$ cat src/rtl/matrix_pkg.sv
// ---------------------------------------------------------------------------
// matrix_pkg
// Shared definitions for the matrix row packer / decompiler pair.
//   MAX_ELEMENT_SIZE : default bits per matrix element
//   MAX_SIZE_A       : default elements per row word (columns per row)
//   MAX_SIZE_B       : default row words per matrix (rows per matrix)
//   decomp_state_t   : occupancy of the decompiler's two row buffers
//   isPow2AtLeast2   : elaboration-time helper for sizing checks
// ---------------------------------------------------------------------------
package matrix_pkg;

   localparam int MAX_ELEMENT_SIZE = 8;
   localparam int MAX_SIZE_A       = 32;
   localparam int MAX_SIZE_B       = 32;

   // EMPTY: no row held, ONE: shifter loaded, FULL: shifter and hold loaded
   typedef enum logic [1:0] {
      EMPTY = 2'd0,
      ONE   = 2'd1,
      FULL  = 2'd2
   } decomp_state_t;

   // Counters are sized with $clog2 and wrap naturally, so the dimensions
   // must be powers of two and at least 2 for the index widths to be non-zero.
   function automatic bit isPow2AtLeast2(input int value);
      return (value >= 2) && ((value & (value - 1)) == 0);
   endfunction

endpackage

$ cat src/rtl/row_shift_unloader.sv
// ---------------------------------------------------------------------------
// row_shift_unloader
// Holds one packed row in a shift register and presents it one element per
// handshake, most-significant element first, with its column index.
//   i_clk, i_rst   : clock and asynchronous active-high reset
//   i_flush        : synchronous clear of shifter, column and valid
//   i_load         : load i_loadRow into the shifter, column 0, valid set
//   i_loadRow      : packed row, column 0 in the MSBs
//   i_readyIn      : downstream accepts the current element
//   o_element      : current element (shifter MSBs)
//   o_colAddr      : column index of o_element
//   o_valid        : o_element / o_colAddr are valid
//   o_xfer         : element transfer happens at the coming edge
//   o_lastCol      : current element is the final column of its row
// ---------------------------------------------------------------------------
module row_shift_unloader #(
   parameter int E = 8,
   parameter int A = 32
) (
   input  logic                 i_clk,
   input  logic                 i_rst,
   input  logic                 i_flush,
   input  logic                 i_load,
   input  logic [E*A-1:0]       i_loadRow,
   input  logic                 i_readyIn,
   output logic [E-1:0]         o_element,
   output logic [$clog2(A)-1:0] o_colAddr,
   output logic                 o_valid,
   output logic                 o_xfer,
   output logic                 o_lastCol
);

   localparam int              CW       = $clog2(A);
   localparam logic [CW-1:0]   LAST_COL = CW'(A - 1);

   logic [E*A-1:0] r_shifter;
   logic [CW-1:0]  r_colAddr;
   logic           r_valid;
   logic           w_xfer;
   logic           w_lastCol;

   // An element leaves whenever something is presented and downstream takes
   // it; everything below only moves on such a transfer, which is what keeps
   // the outputs frozen while the consumer stalls.
   assign w_xfer    = r_valid & i_readyIn;
   assign w_lastCol = (r_colAddr == LAST_COL);

   // Shifter, column counter and valid flag. A load wins over the normal
   // advance because the top only loads when the shifter is empty or is
   // handing off its final column in this very cycle. On the final column
   // without a load the row is exhausted, so valid drops and the column
   // wraps to 0 ready for the next row.
   always_ff @(posedge i_clk or posedge i_rst) begin
      if (i_rst) begin
         r_shifter <= '0;
         r_colAddr <= '0;
         r_valid   <= 1'b0;
      end else if (i_flush) begin
         r_shifter <= '0;
         r_colAddr <= '0;
         r_valid   <= 1'b0;
      end else if (i_load) begin
         r_shifter <= i_loadRow;
         r_colAddr <= '0;
         r_valid   <= 1'b1;
      end else if (w_xfer) begin
         if (w_lastCol) begin
            r_colAddr <= '0;
            r_valid   <= 1'b0;
         end else begin
            r_shifter <= {r_shifter[E*A-E-1:0], {E{1'b0}}};
            r_colAddr <= r_colAddr + CW'(1);
         end
      end
   end

   assign o_element = r_shifter[E*A-1 -: E];
   assign o_colAddr = r_colAddr;
   assign o_valid   = r_valid;
   assign o_xfer    = w_xfer;
   assign o_lastCol = w_lastCol;

endmodule

$ cat src/rtl/matrix_decompiler.sv
// ---------------------------------------------------------------------------
// matrix_decompiler
// Turns packed matrix row words back into a stream of single elements tagged
// with (row_addr, col_addr). One row is unloaded from a shifter while the
// next waits in a hold register, so consecutive rows stream with no bubble.
//   inter_refclk    : sole clock, rising edge
//   rst             : asynchronous active-high reset
//   flush           : synchronous clear of buffers, counters and valid
//   row_in          : packed row, column c at [E*A-1-E*c -: E]
//   valid_row_in    : row_in valid
//   ready_row_in    : a row can be taken this cycle
//   matrix_element  : current element
//   row_addr        : row index of matrix_element
//   col_addr        : column index of matrix_element
//   valid_data_out  : element outputs valid
//   ready_in        : downstream accepts the element
//   last_out        : element is the final one of the matrix
// ---------------------------------------------------------------------------
module matrix_decompiler #(
   parameter int MAX_ELEMENT_SIZE = matrix_pkg::MAX_ELEMENT_SIZE,
   parameter int MAX_SIZE_A       = matrix_pkg::MAX_SIZE_A,
   parameter int MAX_SIZE_B       = matrix_pkg::MAX_SIZE_B
) (
   input  logic                                 inter_refclk,
   input  logic                                 rst,
   input  logic                                 flush,
   input  logic [MAX_ELEMENT_SIZE*MAX_SIZE_A-1:0] row_in,
   input  logic                                 valid_row_in,
   output logic                                 ready_row_in,
   output logic [MAX_ELEMENT_SIZE-1:0]          matrix_element,
   output logic [$clog2(MAX_SIZE_B)-1:0]        row_addr,
   output logic [$clog2(MAX_SIZE_A)-1:0]        col_addr,
   output logic                                 valid_data_out,
   input  logic                                 ready_in,
   output logic                                 last_out
);

   import matrix_pkg::*;

   localparam int            E        = MAX_ELEMENT_SIZE;
   localparam int            A        = MAX_SIZE_A;
   localparam int            B        = MAX_SIZE_B;
   localparam int            RW       = $clog2(B);
   localparam logic [RW-1:0] LAST_ROW = RW'(B - 1);

   // The wrap-around counters only work for power-of-two dimensions.
   if (!isPow2AtLeast2(A) || !isPow2AtLeast2(B)) begin : gBadParams
      $error("matrix_decompiler: MAX_SIZE_A and MAX_SIZE_B must be powers of two >= 2");
   end

   decomp_state_t  r_state;
   decomp_state_t  w_nextState;
   logic [E*A-1:0] r_holdRow;
   logic [RW-1:0]  r_rowAddr;
   logic           w_rowXfer;
   logic           w_elemXfer;
   logic           w_lastCol;
   logic           w_rowDone;
   logic           w_load;
   logic           w_loadFromHold;
   logic           w_captureHold;
   logic [E*A-1:0] w_loadRow;
   logic           w_valid;

   // A row can be accepted unless both buffers are occupied. Since reset
   // returns the state to EMPTY, this is also high during reset.
   assign ready_row_in = (r_state != FULL);
   assign w_rowXfer    = valid_row_in & ready_row_in;
   assign w_rowDone    = w_elemXfer & w_lastCol;

   // Next-state and buffer steering. When the shifter hands off its last
   // column, the replacement row comes from hold if one is waiting, or
   // straight from the input if a row arrives in that same cycle; either
   // way the shifter reloads on the same edge, so there is no bubble.
   always_comb begin
      w_nextState    = r_state;
      w_load         = 1'b0;
      w_loadFromHold = 1'b0;
      w_captureHold  = 1'b0;
      case (r_state)
         EMPTY: begin
            if (w_rowXfer) begin
               w_load      = 1'b1;
               w_nextState = ONE;
            end
         end
         ONE: begin
            if (w_rowDone) begin
               if (w_rowXfer) begin
                  w_load = 1'b1;
               end else begin
                  w_nextState = EMPTY;
               end
            end else if (w_rowXfer) begin
               w_captureHold = 1'b1;
               w_nextState   = FULL;
            end
         end
         FULL: begin
            if (w_rowDone) begin
               w_load         = 1'b1;
               w_loadFromHold = 1'b1;
               w_nextState    = ONE;
            end
         end
         default: begin
            w_nextState = EMPTY;
         end
      endcase
   end

   assign w_loadRow = w_loadFromHold ? r_holdRow : row_in;

   // State register; flush abandons whatever is buffered.
   always_ff @(posedge inter_refclk or posedge rst) begin
      if (rst) begin
         r_state <= EMPTY;
      end else if (flush) begin
         r_state <= EMPTY;
      end else begin
         r_state <= w_nextState;
      end
   end

   // Hold register for the row queued behind the one being unloaded.
   always_ff @(posedge inter_refclk or posedge rst) begin
      if (rst) begin
         r_holdRow <= '0;
      end else if (flush) begin
         r_holdRow <= '0;
      end else if (w_captureHold) begin
         r_holdRow <= row_in;
      end
   end

   // Row counter advances as the final column of a row is handed over and
   // wraps after the final row, so the next matrix starts at row 0.
   always_ff @(posedge inter_refclk or posedge rst) begin
      if (rst) begin
         r_rowAddr <= '0;
      end else if (flush) begin
         r_rowAddr <= '0;
      end else if (w_rowDone) begin
         if (r_rowAddr == LAST_ROW) begin
            r_rowAddr <= '0;
         end else begin
            r_rowAddr <= r_rowAddr + RW'(1);
         end
      end
   end

   row_shift_unloader #(
      .E (E),
      .A (A)
   ) uUnloader (
      .i_clk     (inter_refclk),
      .i_rst     (rst),
      .i_flush   (flush),
      .i_load    (w_load),
      .i_loadRow (w_loadRow),
      .i_readyIn (ready_in),
      .o_element (matrix_element),
      .o_colAddr (col_addr),
      .o_valid   (w_valid),
      .o_xfer    (w_elemXfer),
      .o_lastCol (w_lastCol)
   );

   assign valid_data_out = w_valid;
   assign row_addr       = r_rowAddr;

   // End of matrix is the final column of the final row, flagged alongside
   // the element itself.
   assign last_out = w_valid & w_lastCol & (r_rowAddr == LAST_ROW);

endmodule

$ cat config.mk
export PLATFORM = sky130hd
export DESIGN_NAME = matrix_decompiler
export DESIGN_NICKNAME = d
export VERILOG_FILES = /design/src/rtl/matrix_pkg.sv /design/src/rtl/row_shift_unloader.sv /design/src/rtl/matrix_decompiler.sv
export SDC_FILE = /design/constraint.sdc
export NUM_CORES = 1
export LEC_CHECK = 0
export ABC_AREA = 1
export BUFFER_PORTS_ARGS = -buffer_cell sky130_fd_sc_hd__buf_2
export CAP_MARGIN = 40
export CORE_MARGIN = 5
export CORE_UTILIZATION = 40
export CTS_CLUSTER_SIZE = 40
export DETAILED_ROUTE_END_ITERATION = 16
export GPL_ROUTABILITY_DRIVEN = 0
export MAX_ROUTING_LAYER = met4
export SLEW_MARGIN = 20
export SYNTH_ARGS = -nofsm -noshare
export SYNTH_HDL_FRONTEND = slang
export SYNTH_SLANG_ARGS = --single-unit
$ cat constraint.sdc
create_clock -name inter_refclk -period 18.38 [get_ports inter_refclk]
set_clock_uncertainty 0.2 [all_clocks]
set_input_delay 1.838 -clock inter_refclk [delete_from_list [all_inputs] [get_ports inter_refclk]]
set_output_delay 1.838 -clock inter_refclk [all_outputs]
set_load 0.005 [all_outputs]
Word-level counts from Yosys, hierarchy flattened
Cells that the tools add are included.
{"block": "totals", "out_inout_bits": 21, "elab_cells": 63, "input_bits": 261, "register_bits": 525}
{"block": "classes", "bitwise": 5, "mux": 32, "eq_ne": 10, "reduce_logical": 8, "addsub": 2}
{"op": "256-bit two-way mux", "n": 7}
{"op": "5-bit two-way mux", "n": 7}
{"op": "2-bit two-way mux", "n": 6}
{"op": "5-bit by 1-bit adder with 5-bit output (second input constant)", "n": 2}
{"op": "5-bit == test (second input constant)", "n": 2}
{"op": "1-bit two-way mux", "n": 10}
{"op": "4-bit != test (second input constant)", "n": 2}
{"op": "3-bit != test (second input constant)", "n": 2}
{"op": "2-bit case mux with 3 select lines", "n": 1}
{"op": "3-bit nonzero test", "n": 2}
{"op": "1-bit bitwise AND", "n": 5}
{"op": "2-bit AND reduction", "n": 2}
{"op": "4-bit AND reduction", "n": 1}
{"op": "2-bit nonzero test", "n": 2}
{"op": "3-bit by 2-bit != test with 1-bit output (second input constant)", "n": 1}
{"op": "1-bit case mux with 3 select lines", "n": 1}
{"op": "2-bit by 1-bit == test with 1-bit output (second input constant)", "n": 1}
{"op": "2-bit == test (second input constant)", "n": 1}
{"op": "2-bit zero test", "n": 1}
{"op": "2-bit != test (second input constant)", "n": 1}

Depth between registers and ports, before layout
{"block": "logic_depth", "ltp_word": 7, "depth_mapped": 14}

Modules after synthesis
A second synthesis with hierarchy kept.
{"block": "hier_totals", "hier_cells": 3868, "hier_area_um2": 27695.3}
{"module": "row_shift_unloader", "n_inst": 1, "cells_per_inst": 1992, "area_per_inst_um2": 14131.1, "seq_area_each_um2": 6556.3}
{"module": "matrix_decompiler", "n_inst": 1, "cells_per_inst": 1876, "area_per_inst_um2": 13564.3, "seq_area_each_um2": 6581.3}

Least setup slack after synthesis
No wires, ideal clock.
{"block": "synth_timing", "path_kind": "input -> register", "start": "input ready_in", "end": "register r_holdRow[120]", "t_required_ns": 18.059, "n_path_buf": 3, "path_stages": 9, "path_slack_ns": 15.221, "arrival_time_ns": 2.837, "path_cell_list": "nand3_2 -> buf_2 -> nand2_1 -> inv_2 -> nand2_2 -> nand2_4 -> clkbuf_1 -> buf_2 -> o21ai_1"}
{"block": "synth_between", "elab_chain_len": 5}
{"item": "from (decl)", "line_no": "matrix_decompiler.sv:34", "source": "input logic ready_in,"}
{"item": "1-bit bitwise AND", "line_no": "row_shift_unloader.sv:45", "source": "assign w_xfer = r_valid & i_readyIn;"}
{"item": "1-bit bitwise AND", "line_no": "matrix_decompiler.sv:69", "source": "assign w_rowDone = w_elemXfer & w_lastCol;"}
{"item": "1-bit two-way mux", "line_no": "matrix_decompiler.sv:88", "source": "if (w_rowDone) begin"}
{"item": "1-bit two-way mux", "line_no": "matrix_decompiler.sv:80", "source": "case (r_state)"}
{"item": "2-bit nonzero test (no line)"}
{"item": "to (signal assigned)", "line_no": "matrix_decompiler.sv:132", "source": "r_holdRow <= row_in;"}
{"item": "to (decl)", "line_no": "matrix_decompiler.sv:53", "source": "logic [E*A-1:0] r_holdRow;"}
No other way between the ends.
A chain may end at the register's enable or synchronous reset.

Final worst setup path
{"block": "layout_timing", "start": "input ready_in", "end": "register uUnloader.r_shifter[37]"}
{"block": "layout_between", "elab_chain_len": 7, "word_cells_on_any_way": 12}
{"item": "1-bit bitwise AND *", "line_no": "row_shift_unloader.sv:45"}
{"item": "branches (longest 6 deep; another with 1-bit case mux with 3 select lines)"}
{"item": "to (signal assigned)", "line_no": "row_shift_unloader.sv:63", "source": "r_shifter <= i_loadRow;"}
{"item": "to (signal assigned)", "line_no": "row_shift_unloader.sv:71", "source": "r_shifter <= {r_shifter[E*A-E-1:0], {E{1'b0}}};"}
{"item": "to (decl)", "line_no": "row_shift_unloader.sv:36", "source": "logic [E*A-1:0] r_shifter;"}
Every way passes the cells marked *.

==> impl_metrics.json <==
{
  "yosysTopAreaCell": "dfrtp_1",
  "clock.fmax_mhz": 198,
  "grt_use_total": 0.221,
  "fin_area_sq_um": 31500,
  "synth_top_cell_area_share": 0.481,
  "crit_required_ps": 18720,
  "finalPower_mw": 3.26,
  "cp.arrival_ps": 5400,
  "pwr_density_cell_nw_per_um2": 103,
  "ant_nets": 0,
  "syn-cell-area_sq_um": 27300,
  "reg2reg_to": "uUnloader.r_shifter[37]",
  "fin_crit_ps": 5060,
  "cts-hold-fix-buffers": 0,
  "ys_warn_count": 0,
  "area_growth_pct": 15.2,
  "setup_tns_ps": 0,
  "worst_slew_pin_slew_ps": 975,
  "dp_slack_ps": 12210,
  "nFillCells": 6891,
  "drc_errors": 0,
  "finalCritPeriodShare": 0.275,
  "cts_sinks": 525,
  "cts_max_path_buffers": 3,
  "crit_path_max_fanout": 69,
  "status": "completed",
  "maxSlewViolCount": 0,
  "synth-edff-count": 0,
  "cts_repair_resize_count": 0,
  "die_w_um": 271,
  "final_nets": 4063,
  "routed_wl_um": 81000,
  "p_leak_nw": 15.8,
  "wl_per_cell_um": 17.1,
  "grt_pass1_wl_um": 131000,
  "async_flop_share": 1.00,
  "slew_headroom": 0.350,
  "clkTransAtPathRegs_ps": 60,
  "avgViaCountPerCell": 5.13,
  "avgSynthCellArea_sq_um": 7.40,
  "whs_path_depth": 2,
  "netlist_instances": 3692,
  "numCtsBuffers": 58,
  "rsz0062_at_grt": "false",
  "startpoint": "ready_in",
  "r2r_cells": 13,
  "clk_latency_ps": 610,
  "ioPinCount": 282,
  "layout_common_cells": "1528 x nand2_1, 525 x dfrtp_1, 514 x nand3_1, 281 x buf_2, 266 x inv_1",
  "vias": 24300,
  "dr.pass1.iters": 6,
  "gr-total-overflow": 0,
  "cts-root-buf": "clkbuf_16",
  "peakVddDrop_uv": 76.8,
  "rows": 95,
  "synthesis.nets": 3957,
  "start_kind": "input port",
  "cts_tree": "built",
  "grt_pass1_vias": 23700,
  "drt_iter0_markers": 2148,
  "core_sq_um": 67500,
  "finalSetupViolations": 0,
  "timing.rr.start": "uUnloader.o_colAddr[1]",
  "hold_viol": 0,
  "ctsHtreeMaxLevel": 2,
  "place_area_sq_um": 29200,
  "start_util": 0.405,
  "drv_cap": 0,
  "crit_type": "in -> reg",
  "setup_ws_ps": 13320,
  "port_buffers": 281,
  "die_area_sq_um": 73600,
  "hold_path_end": "uUnloader.r_shifter[250]",
  "r2r_slack_ps": 13680,
  "ys_ff_latch": 525,
  "hold_path_class": "reg -> reg",
  "synthDistinctLibCells": 26,
  "layout_commonest_cell": "nand2_1",
  "worst_setup_path_end_kind": "flip-flop",
  "drive_gt1_frac": 0.116,
  "grt_max_degree": 189,
  "yosys_most_used_dff": "dfrtp_1",
  "ys_seq_area_frac": 0.481,
  "die_h_um": 271,
  "min_from": "uUnloader.r_shifter[250]",
  "grt_antenna_before_repair": 6,
  "synth.area.top_cells": "dfrtp_1 48%, nand2_1 21%, nand3_1 9.4%",
  "postCtsSetupBuffers": 0,
  "place_hpwl_um": 48100
}
==> cell families (layout without fill, tap and decap cells) <==
group	after synthesis	after routing	synth area share
XOR/XNOR	1	1	0.000321
adder cells (fa/ha/maj)	4	4	0.00183
other	0	7	0
AO/OA/AOI/OAI	537	537	0.121
flip-flops	525	525	0.481
AND/OR/NAND/NOR	2066	2066	0.309
buffers and inverters	559	714	0.0869
==> per-layer routing <==
layer | routed length [um] | GRT usage | vias to the layer above
li1 | - | - | 12000
met1 | 39100 | 0.317 | 11600
met2 | 36200 | 0.335 | 570
met3 | 4110 | 0.0306 | 97
met4 | 1530 | 0.0547 | 0
met5 | 0 | - | -
==> sequential cells by signal, indices dropped and copies added, names as in the netlist <==
name / flops
r_holdRow: 256
uUnloader.r_shifter: 256
row_addr: 5
uUnloader.o_colAddr: 5
r_state: 2
uUnloader.o_valid: 1
==> worst max-delay path, stage by stage <==
cell	delay [ps]
buf_2	130
nand3_4	430
nand2_1	360
nand2_8	240
buf_4	450
a21oi_4	230
buf_4	580
buf_4	780
nand2_1	140
nand2_1	80
==> worst max path at each step <==
| stage | end | cells after the start | slack [ps] |
|---|---|---|---|
| floorplan | r_holdRow[0] | 1 | 1670 |
| global placement | uUnloader.r_shifter[4] | 10 | 11830 |
| detailed placement | uUnloader.r_shifter[37] | 10 | 12210 |
| CTS | uUnloader.r_shifter[37] | 10 | 12880 |
| global route | uUnloader.r_shifter[254] | 10 | 13010 |
| finish | uUnloader.r_shifter[37] | 10 | 13320 |
==> layout make-up <==
type                            count  area, sq um  area share
Sequential cell                   525        13100       0.417
Multi-Input combinational cell   2608        11900       0.377
Timing Repair Buffer              332         2200      0.0698
Clock buffer                       94         1850      0.0588
Tap cell                          873         1090      0.0347
Inverter                          273         1050      0.0333
Clock inverter                     15          256     0.00815
Antenna cell                        7         17.5    0.000557
==> cells in the mapped netlist (6+ instances only) <==
cell and instances:
o21ai_1 174, buf_2 142, buf_4 24, buf_1 24, inv_1 268, nor2_1 15, a21oi_1 6, nand3_1 514
dfrtp_1 525, clkbuf_1 95, o21bai_1 248, o21ai_0 106, nand2_1 1528
==> per-stage QoR <==
stage | util | instances | hold slack [ps]
CTS | 0.463 | 4714 | 277
detailed placement | 0.432 | 4605 | 261
global placement | 0.427 | 4590 | 263
global route | 0.466 | 4726 | 291
finish | 0.466 | 4727 | 276
floorplan | - | 3692 | 249
==> power by group <==
| group | switching, mW | total, mW | internal [mW] | leakage, nW |
|---|---|---|---|---|
| combinational | 0.454 | 0.645 | 0.191 | 7.70 |
| clock | 0.492 | 1.27 | 0.782 | 1.04 |
| sequential | 0.0544 | 1.34 | 1.28 | 7.03 |
No activity file was read; power rests on OpenSTA's default activity.
